--- src/rtl/rf_arb_pkg.sv ---
// Shared constants for the register-file write arbiter: register file geometry,
// default requester count and the fixed requester index assignments.
package rf_arb_pkg;

  localparam int RF_AW   = 5;
  localparam int RF_DW   = 32;
  localparam int RF_NREG = 32;

  localparam int RF_NREQ = 3;

  localparam int REQ_ALU  = 0;
  localparam int REQ_LOAD = 1;
  localparam int REQ_NOC  = 2;

endpackage

--- src/rtl/rr_arbiter.sv ---
// Generic N-wide round-robin arbiter: one-hot grant to the first valid requester
// at or after ptr (wrap order); ptr moves past the winner on each accepted grant.
module rr_arbiter #(
  parameter int N  = 3,
  parameter int PW = $clog2(N)
) (
  input  logic          clk,
  input  logic          rst,
  input  logic [N-1:0]  valid,
  input  logic          accept_en,
  output logic [N-1:0]  grant,
  output logic [PW-1:0] grant_idx,
  output logic          any_grant
);

  logic [PW-1:0] ptr;
  logic [PW-1:0] idx;

  // NOTE: every variable written here gets a default first so no path leaves it
  // unassigned; otherwise synthesis infers a latch to hold the old value.
  always_comb begin
    grant     = '0;
    grant_idx = '0;
    any_grant = 1'b0;
    idx       = '0;
    for (int k = 0; k < N; k++) begin
      idx = PW'((int'(ptr) + k) % N);
      if (!any_grant && valid[idx]) begin
        grant[idx] = 1'b1;
        grant_idx  = idx;
        any_grant  = 1'b1;
      end
    end
  end

  // NOTE: state registers use non-blocking assignments so every flop samples
  // values from before the edge, independent of statement order.
  always_ff @(posedge clk or posedge rst) begin
    if (rst) begin
      ptr <= '0;
    end else if (accept_en && any_grant) begin
      ptr <= (grant_idx == PW'(N - 1)) ? '0 : grant_idx + 1'b1;
    end
  end

endmodule

--- src/rtl/rf_write_arbiter.sv ---
// Round-robin share of the register file's single write port among NREQ sources.
// Define RF_WRITE_ARB_SCOREBOARD_EN to build the outstanding-write busy bitmap.
module rf_write_arbiter
  import rf_arb_pkg::*;
#(
  parameter int NREQ = RF_NREQ,
  parameter int DW   = RF_DW,
  parameter int AW   = RF_AW,
  parameter int IW   = $clog2(NREQ)
) (
  input  logic               clk,
  input  logic               rst,
  input  logic [NREQ-1:0]    req_valid,
  output logic [NREQ-1:0]    req_ready,
  input  logic [NREQ*AW-1:0] req_addr,
  input  logic [NREQ*DW-1:0] req_data,
  output logic               rf_we,
  output logic [AW-1:0]      rf_wa,
  output logic [DW-1:0]      rf_wd,
  output logic [IW-1:0]      grant_id,
  input  logic               rsv_valid,
  input  logic [AW-1:0]      rsv_addr,
  output logic [2**AW-1:0]   busy
);

  logic [IW-1:0] gidx;
  logic          accepted;
  logic [AW-1:0] sel_addr;
  logic [DW-1:0] sel_data;

  // The write port never backpressures, so every grant is accepted.
  rr_arbiter #(.N(NREQ), .PW(IW)) u_arb (
    .clk       (clk),
    .rst       (rst),
    .valid     (req_valid),
    .accept_en (1'b1),
    .grant     (req_ready),
    .grant_idx (gidx),
    .any_grant (accepted)
  );

  assign sel_addr = req_addr[int'(gidx)*AW +: AW];
  assign sel_data = req_data[int'(gidx)*DW +: DW];

  // Writes to x0 are accepted (ptr advances) but never strobe the register file.
  always_ff @(posedge clk or posedge rst) begin
    if (rst) begin
      rf_we    <= 1'b0;
      rf_wa    <= '0;
      rf_wd    <= '0;
      grant_id <= '0;
    end else if (accepted) begin
      rf_we    <= (sel_addr != '0);
      rf_wa    <= sel_addr;
      rf_wd    <= sel_data;
      grant_id <= gidx;
    end else begin
      rf_we    <= 1'b0;
    end
  end

`ifdef RF_WRITE_ARB_SCOREBOARD_EN
  logic [2**AW-1:0] busy_q;
  logic [2**AW-1:0] busy_set;
  logic [2**AW-1:0] busy_clr;

  always_comb begin
    busy_set = '0;
    busy_clr = '0;
    if (rsv_valid && rsv_addr != '0) busy_set[rsv_addr] = 1'b1;
    if (rf_we)                       busy_clr[rf_wa]    = 1'b1;
  end

  // Set is applied after clear so a same-edge reservation wins.
  always_ff @(posedge clk or posedge rst) begin
    if (rst) busy_q <= '0;
    else     busy_q <= (busy_q & ~busy_clr) | busy_set;
  end

  assign busy = busy_q;
`else
  logic unused_rsv;
  assign unused_rsv = ^{rsv_valid, rsv_addr};
  assign busy       = '0;
`endif

endmodule

--- config.mk ---
export PLATFORM = sky130hd
export DESIGN_NAME = rf_write_arbiter
export DESIGN_NICKNAME = d
export VERILOG_FILES = /design/src/rtl/rf_arb_pkg.sv /design/src/rtl/rr_arbiter.sv /design/src/rtl/rf_write_arbiter.sv
export SDC_FILE = /design/constraint.sdc
export NUM_CORES = 1
export LEC_CHECK = 0
export BUFFER_PORTS_ARGS = -buffer_cell sky130_fd_sc_hd__buf_2
export CAP_MARGIN = 10
export CORE_ASPECT_RATIO = 1.1
export CORE_MARGIN = 5
export CORE_UTILIZATION = 38
export DETAILED_ROUTE_END_ITERATION = 10
export HOLD_SLACK_MARGIN = 0.03
export PLACE_DENSITY_LB_ADDON = 0.15
export SETUP_SLACK_MARGIN = 0.4
export SKIP_LAST_GASP = 1
export SLEW_MARGIN = 20
export SYNTH_ARGS = -nofsm -noshare
export SYNTH_HDL_FRONTEND = slang
export SYNTH_HIERARCHICAL = 1
export SYNTH_SLANG_ARGS = --single-unit
--- constraint.sdc ---
create_clock -name clk -period 2.7 [get_ports clk]
set_clock_uncertainty 0.1 [all_clocks]
set_input_delay 0.405 -clock clk [delete_from_list [all_inputs] [get_ports clk]]
set_output_delay 0.405 -clock clk [all_outputs]
set_load 0.02 [all_outputs]
==> results.sh <==
export IMPL_run_status="completed"
export IMPL_place_gp_congestion=0.814
export IMPL_maximum_number_of_pins_on_one_net_before_global_route_repair=34
export IMPL_final_nets=621
export IMPL_core_area_um2=7510
export IMPL_timing_setup_tns_ns=0
export IMPL_synth_seq_cells=42
export IMPL_design_portCount=197
export IMPL_slew_headroom=0.550
export IMPL_total_leakage_power_nw=2.00
export IMPL_clk_latency_worst_skew_pair_ns=0.28
export IMPL_cts_tree="yes"
export IMPL_syn_area_um2=2940
export IMPL_antenna_violations_before_repair=0
export IMPL_worstSetupEndpointType="output port"
export IMPL_max_fanout_on_critical_path=6
export IMPL_area_post_placement_um2=3740
export IMPL_synth_warning_count=6
export IMPL_worstPathRequired_ns=2.19
export IMPL_drtPass1Iterations=4
export IMPL_power_per_cell_area_nw_per_um2=1280
export IMPL_criticalPathCategory="reg2out"
export IMPL_finalSetupViolCount=0
export IMPL_cts_made_buffers=5
export IMPL_routed_via_density=4.59
export IMPL_route_final_wire_length_mm=8.03
export IMPL_cts_htree_levels=2
export IMPL_hold_worst_slack_ns=0.284
export IMPL_async_set_or_reset_register_ratio_after_synthesis=1.00
export IMPL_tightest_slew_ns=0.671
export IMPL_timing_final_crit_share=0.942
export IMPL_preCtsSetupSlack_ns=0.0174
export IMPL_multiInputGateArea_um2=1740
export IMPL_slew_violations=0
export IMPL_numClockSinks=42
export IMPL_final_cell_area_um2=4160
export IMPL_cts_clk_slew_worst_paths_ns=0.08
export IMPL_diodes=0
export IMPL_io_buffer_count=158
export IMPL_grt_util_all_layers=0.155
export IMPL_rsz0062_at_grt="yes"
export IMPL_area_growth_synth_to_final_pct=41.8
export IMPL_hold_viol=0
export IMPL_irDropWorstVdd_v=0.000607
export IMPL_clk_root_buffer_cell="sky130_fd_sc_hd__clkbuf_8"
export IMPL_mapped_avg_cell_area_um2=8.92
export IMPL_clock_tree_buffer_depth=2
export IMPL_post_synth_inst_count=329
export IMPL_layout_area_seq_um2=1050
export IMPL_avgRoutedWirePerCell_um=13.4
export IMPL_total_overflow_reported_by_the_global_router=0
export IMPL_drive_gt1_frac=0.510
export IMPL_timing_hold_worst_class="in2reg"
export IMPL_number_of_drc_violations_after_detailed_routing=0
export IMPL_max_clock_freq_mhz=393
export IMPL_place_hpwl_mm=6.15
export IMPL_route_antenna_remaining_nets=0
export IMPL_layout_min_cycle_time_ns=2.54
export IMPL_starting_drc_count_in_detailed_routing=56
export IMPL_final_critical_path_setup_slack_ns=0.157
export IMPL_via_count_of_the_first_global_routing_pass=2718
export IMPL_post_synth_num_cell_types=38
export IMPL_initial_utilization=0.391
export IMPL_cap_violations=0
export IMPL_floorplan_die_area_um2=9580
export IMPL_grt_pass1_wl_mm=12.1
export IMPL_ys_seq_area_frac=0.358
export IMPL_floorplan_die_width_um=93.8
export IMPL_critical_path_startpoint_type="register"
export IMPL_synth_main_ff_cell="sky130_fd_sc_hd__dfrtp_1"
export IMPL_number_of_filler_instances_in_the_final_layout=747
export IMPL_synth_edff_count=0
export IMPL_via_count=2760
export IMPL_row_count=33
export IMPL_crit_arrival_ns=2.04
export IMPL_dieHeight_um=102
[power by group]
part | total, mW | switching (mW) | internal (mW)
combinational | 3.68 | 2.07 | 1.62
sequential | 1.15 | 0.170 | 0.980
clock | 0.487 | 0.211 | 0.276
total | 5.32 | 2.45 | 2.87
[worst max-delay path: stages, from the launching register on]
cell and delay, ns:
sky130_fd_sc_hd__dfrtp_2 0.45, sky130_fd_sc_hd__inv_2 0.09, sky130_fd_sc_hd__ha_4 0.23, sky130_fd_sc_hd__buf_2 0.15
sky130_fd_sc_hd__nand3b_1 0.22, sky130_fd_sc_hd__o21ai_2 0.10, sky130_fd_sc_hd__and2_4 0.17, sky130_fd_sc_hd__a22oi_2 0.05
sky130_fd_sc_hd__o21ai_1 0.14, sky130_fd_sc_hd__buf_4 0.16
[cell usage in the layout (no fill, tap or decap), types with 4 or more instances in the layout]
cell type and n:
sky130_fd_sc_hd__a21oi_1 37, sky130_fd_sc_hd__a21oi_2 31, sky130_fd_sc_hd__buf_12 4, sky130_fd_sc_hd__buf_2 156
sky130_fd_sc_hd__buf_4 13, sky130_fd_sc_hd__buf_6 4, sky130_fd_sc_hd__clkbuf_8 5, sky130_fd_sc_hd__conb_1 33
sky130_fd_sc_hd__dfrtp_1 40, sky130_fd_sc_hd__mux2_2 6, sky130_fd_sc_hd__mux2i_1 36, sky130_fd_sc_hd__mux2i_2 4
sky130_fd_sc_hd__nand2_1 4, sky130_fd_sc_hd__nor2_1 71, sky130_fd_sc_hd__o21ai_1 4
[per-stage QoR]
stage	total power, mW	util	std cells
after global routing	5.75	0.554	601
after floorplan	3.68	-	360
after global placement	4.28	0.498	581
final	5.32	0.554	601
after CTS	5.17	0.537	598
after detailed placement	4.34	0.498	581
[cell usage after synthesis (2+ instances only)]
master / number / area [um^2]
sky130_fd_sc_hd__a21oi_1: 68 / 340
sky130_fd_sc_hd__buf_12: 3 / 60.1
sky130_fd_sc_hd__buf_2: 5 / 25.0
sky130_fd_sc_hd__buf_4: 34 / 255
sky130_fd_sc_hd__buf_6: 5 / 56.3
sky130_fd_sc_hd__clkbuf_8: 2 / 27.5
sky130_fd_sc_hd__conb_1: 2 / 7.51
sky130_fd_sc_hd__dfrtp_1: 42 / 1050
sky130_fd_sc_hd__dlygate4sd1_1: 2 / 17.5
sky130_fd_sc_hd__ha_1: 4 / 50.1
sky130_fd_sc_hd__inv_1: 5 / 18.8
sky130_fd_sc_hd__mux2_2: 6 / 67.6
sky130_fd_sc_hd__mux2_4: 2 / 30.0
sky130_fd_sc_hd__mux2i_1: 40 / 400
sky130_fd_sc_hd__nand2_1: 4 / 15.0
sky130_fd_sc_hd__nand3b_1: 3 / 22.5
sky130_fd_sc_hd__nor2_1: 71 / 267
sky130_fd_sc_hd__nor2b_1: 4 / 25.0
sky130_fd_sc_hd__o21ai_0: 5 / 25.0
sky130_fd_sc_hd__o2bb2ai_1: 4 / 35.0
[cell families (layout without fill, tap and decap cells)]
logic type                 Yosys count  after routing  synth area share
adders and majority gates            4              4            0.0171
buffers and inverters               60            196             0.166
DFF                                 42             42             0.358
AOI/OAI and AO/OA                   86             86             0.159
muxes                               48             48             0.170
other                                2             33           0.00256
and+or+nand+nor                     87             87             0.127
[cell type report]
cell class / instances / area share
tap: 105 / 0.0316
timing repair buffer: 183 / 0.267
sequential: 42 / 0.253
inverter: 5 / 0.00451
multi-input combinational: 258 / 0.417
clock buffer: 6 / 0.0174
clock inverter: 2 / 0.00902
[state kept, by name, summed over array words and instances, names as in the netlist]
register / count
rf_wd: 32
rf_we: 1
u_arb/ptr: 2
grant_id: 2
rf_wa: 5
[per-layer routing]
layer | global-route usage | share of wire | up-vias
met2 | 0.294 | 0.52 | 117
met5 | 0 | 0 | -
li1 | - | - | 1386
met4 | 0.0300 | 0.0049 | 0
met3 | 0.0442 | 0.098 | 4
met1 | 0.173 | 0.38 | 1253
[what timing repair did]
item,in CTS,in global routing
setup endpoints to repair,45,45
setup buffers,7,2
pin swaps,3,5
gates resized for setup,25,21
hold endpoints to repair,2,0
hold buffers,1,0
gates cloned,1,1
[final timing paths]
path / from / to / slack, ns / depth (start not counted)
max: u_arb/ptr[0] / req_ready[0] / 0.16 / 9
min: req_data[33] / rf_wd[1] / 0.28 / 3
max reg2reg: u_arb/ptr[0] / rf_we / 0.18 / 10
min reg2reg: grant_id[0] / grant_id[0] / 0.41 / 1
max in group asynchronous: rst / rf_we / 1.26 / 4
min in group asynchronous: rst / u_arb/ptr[1] / 0.42 / 3
Power figures use the tool's default switching activity.
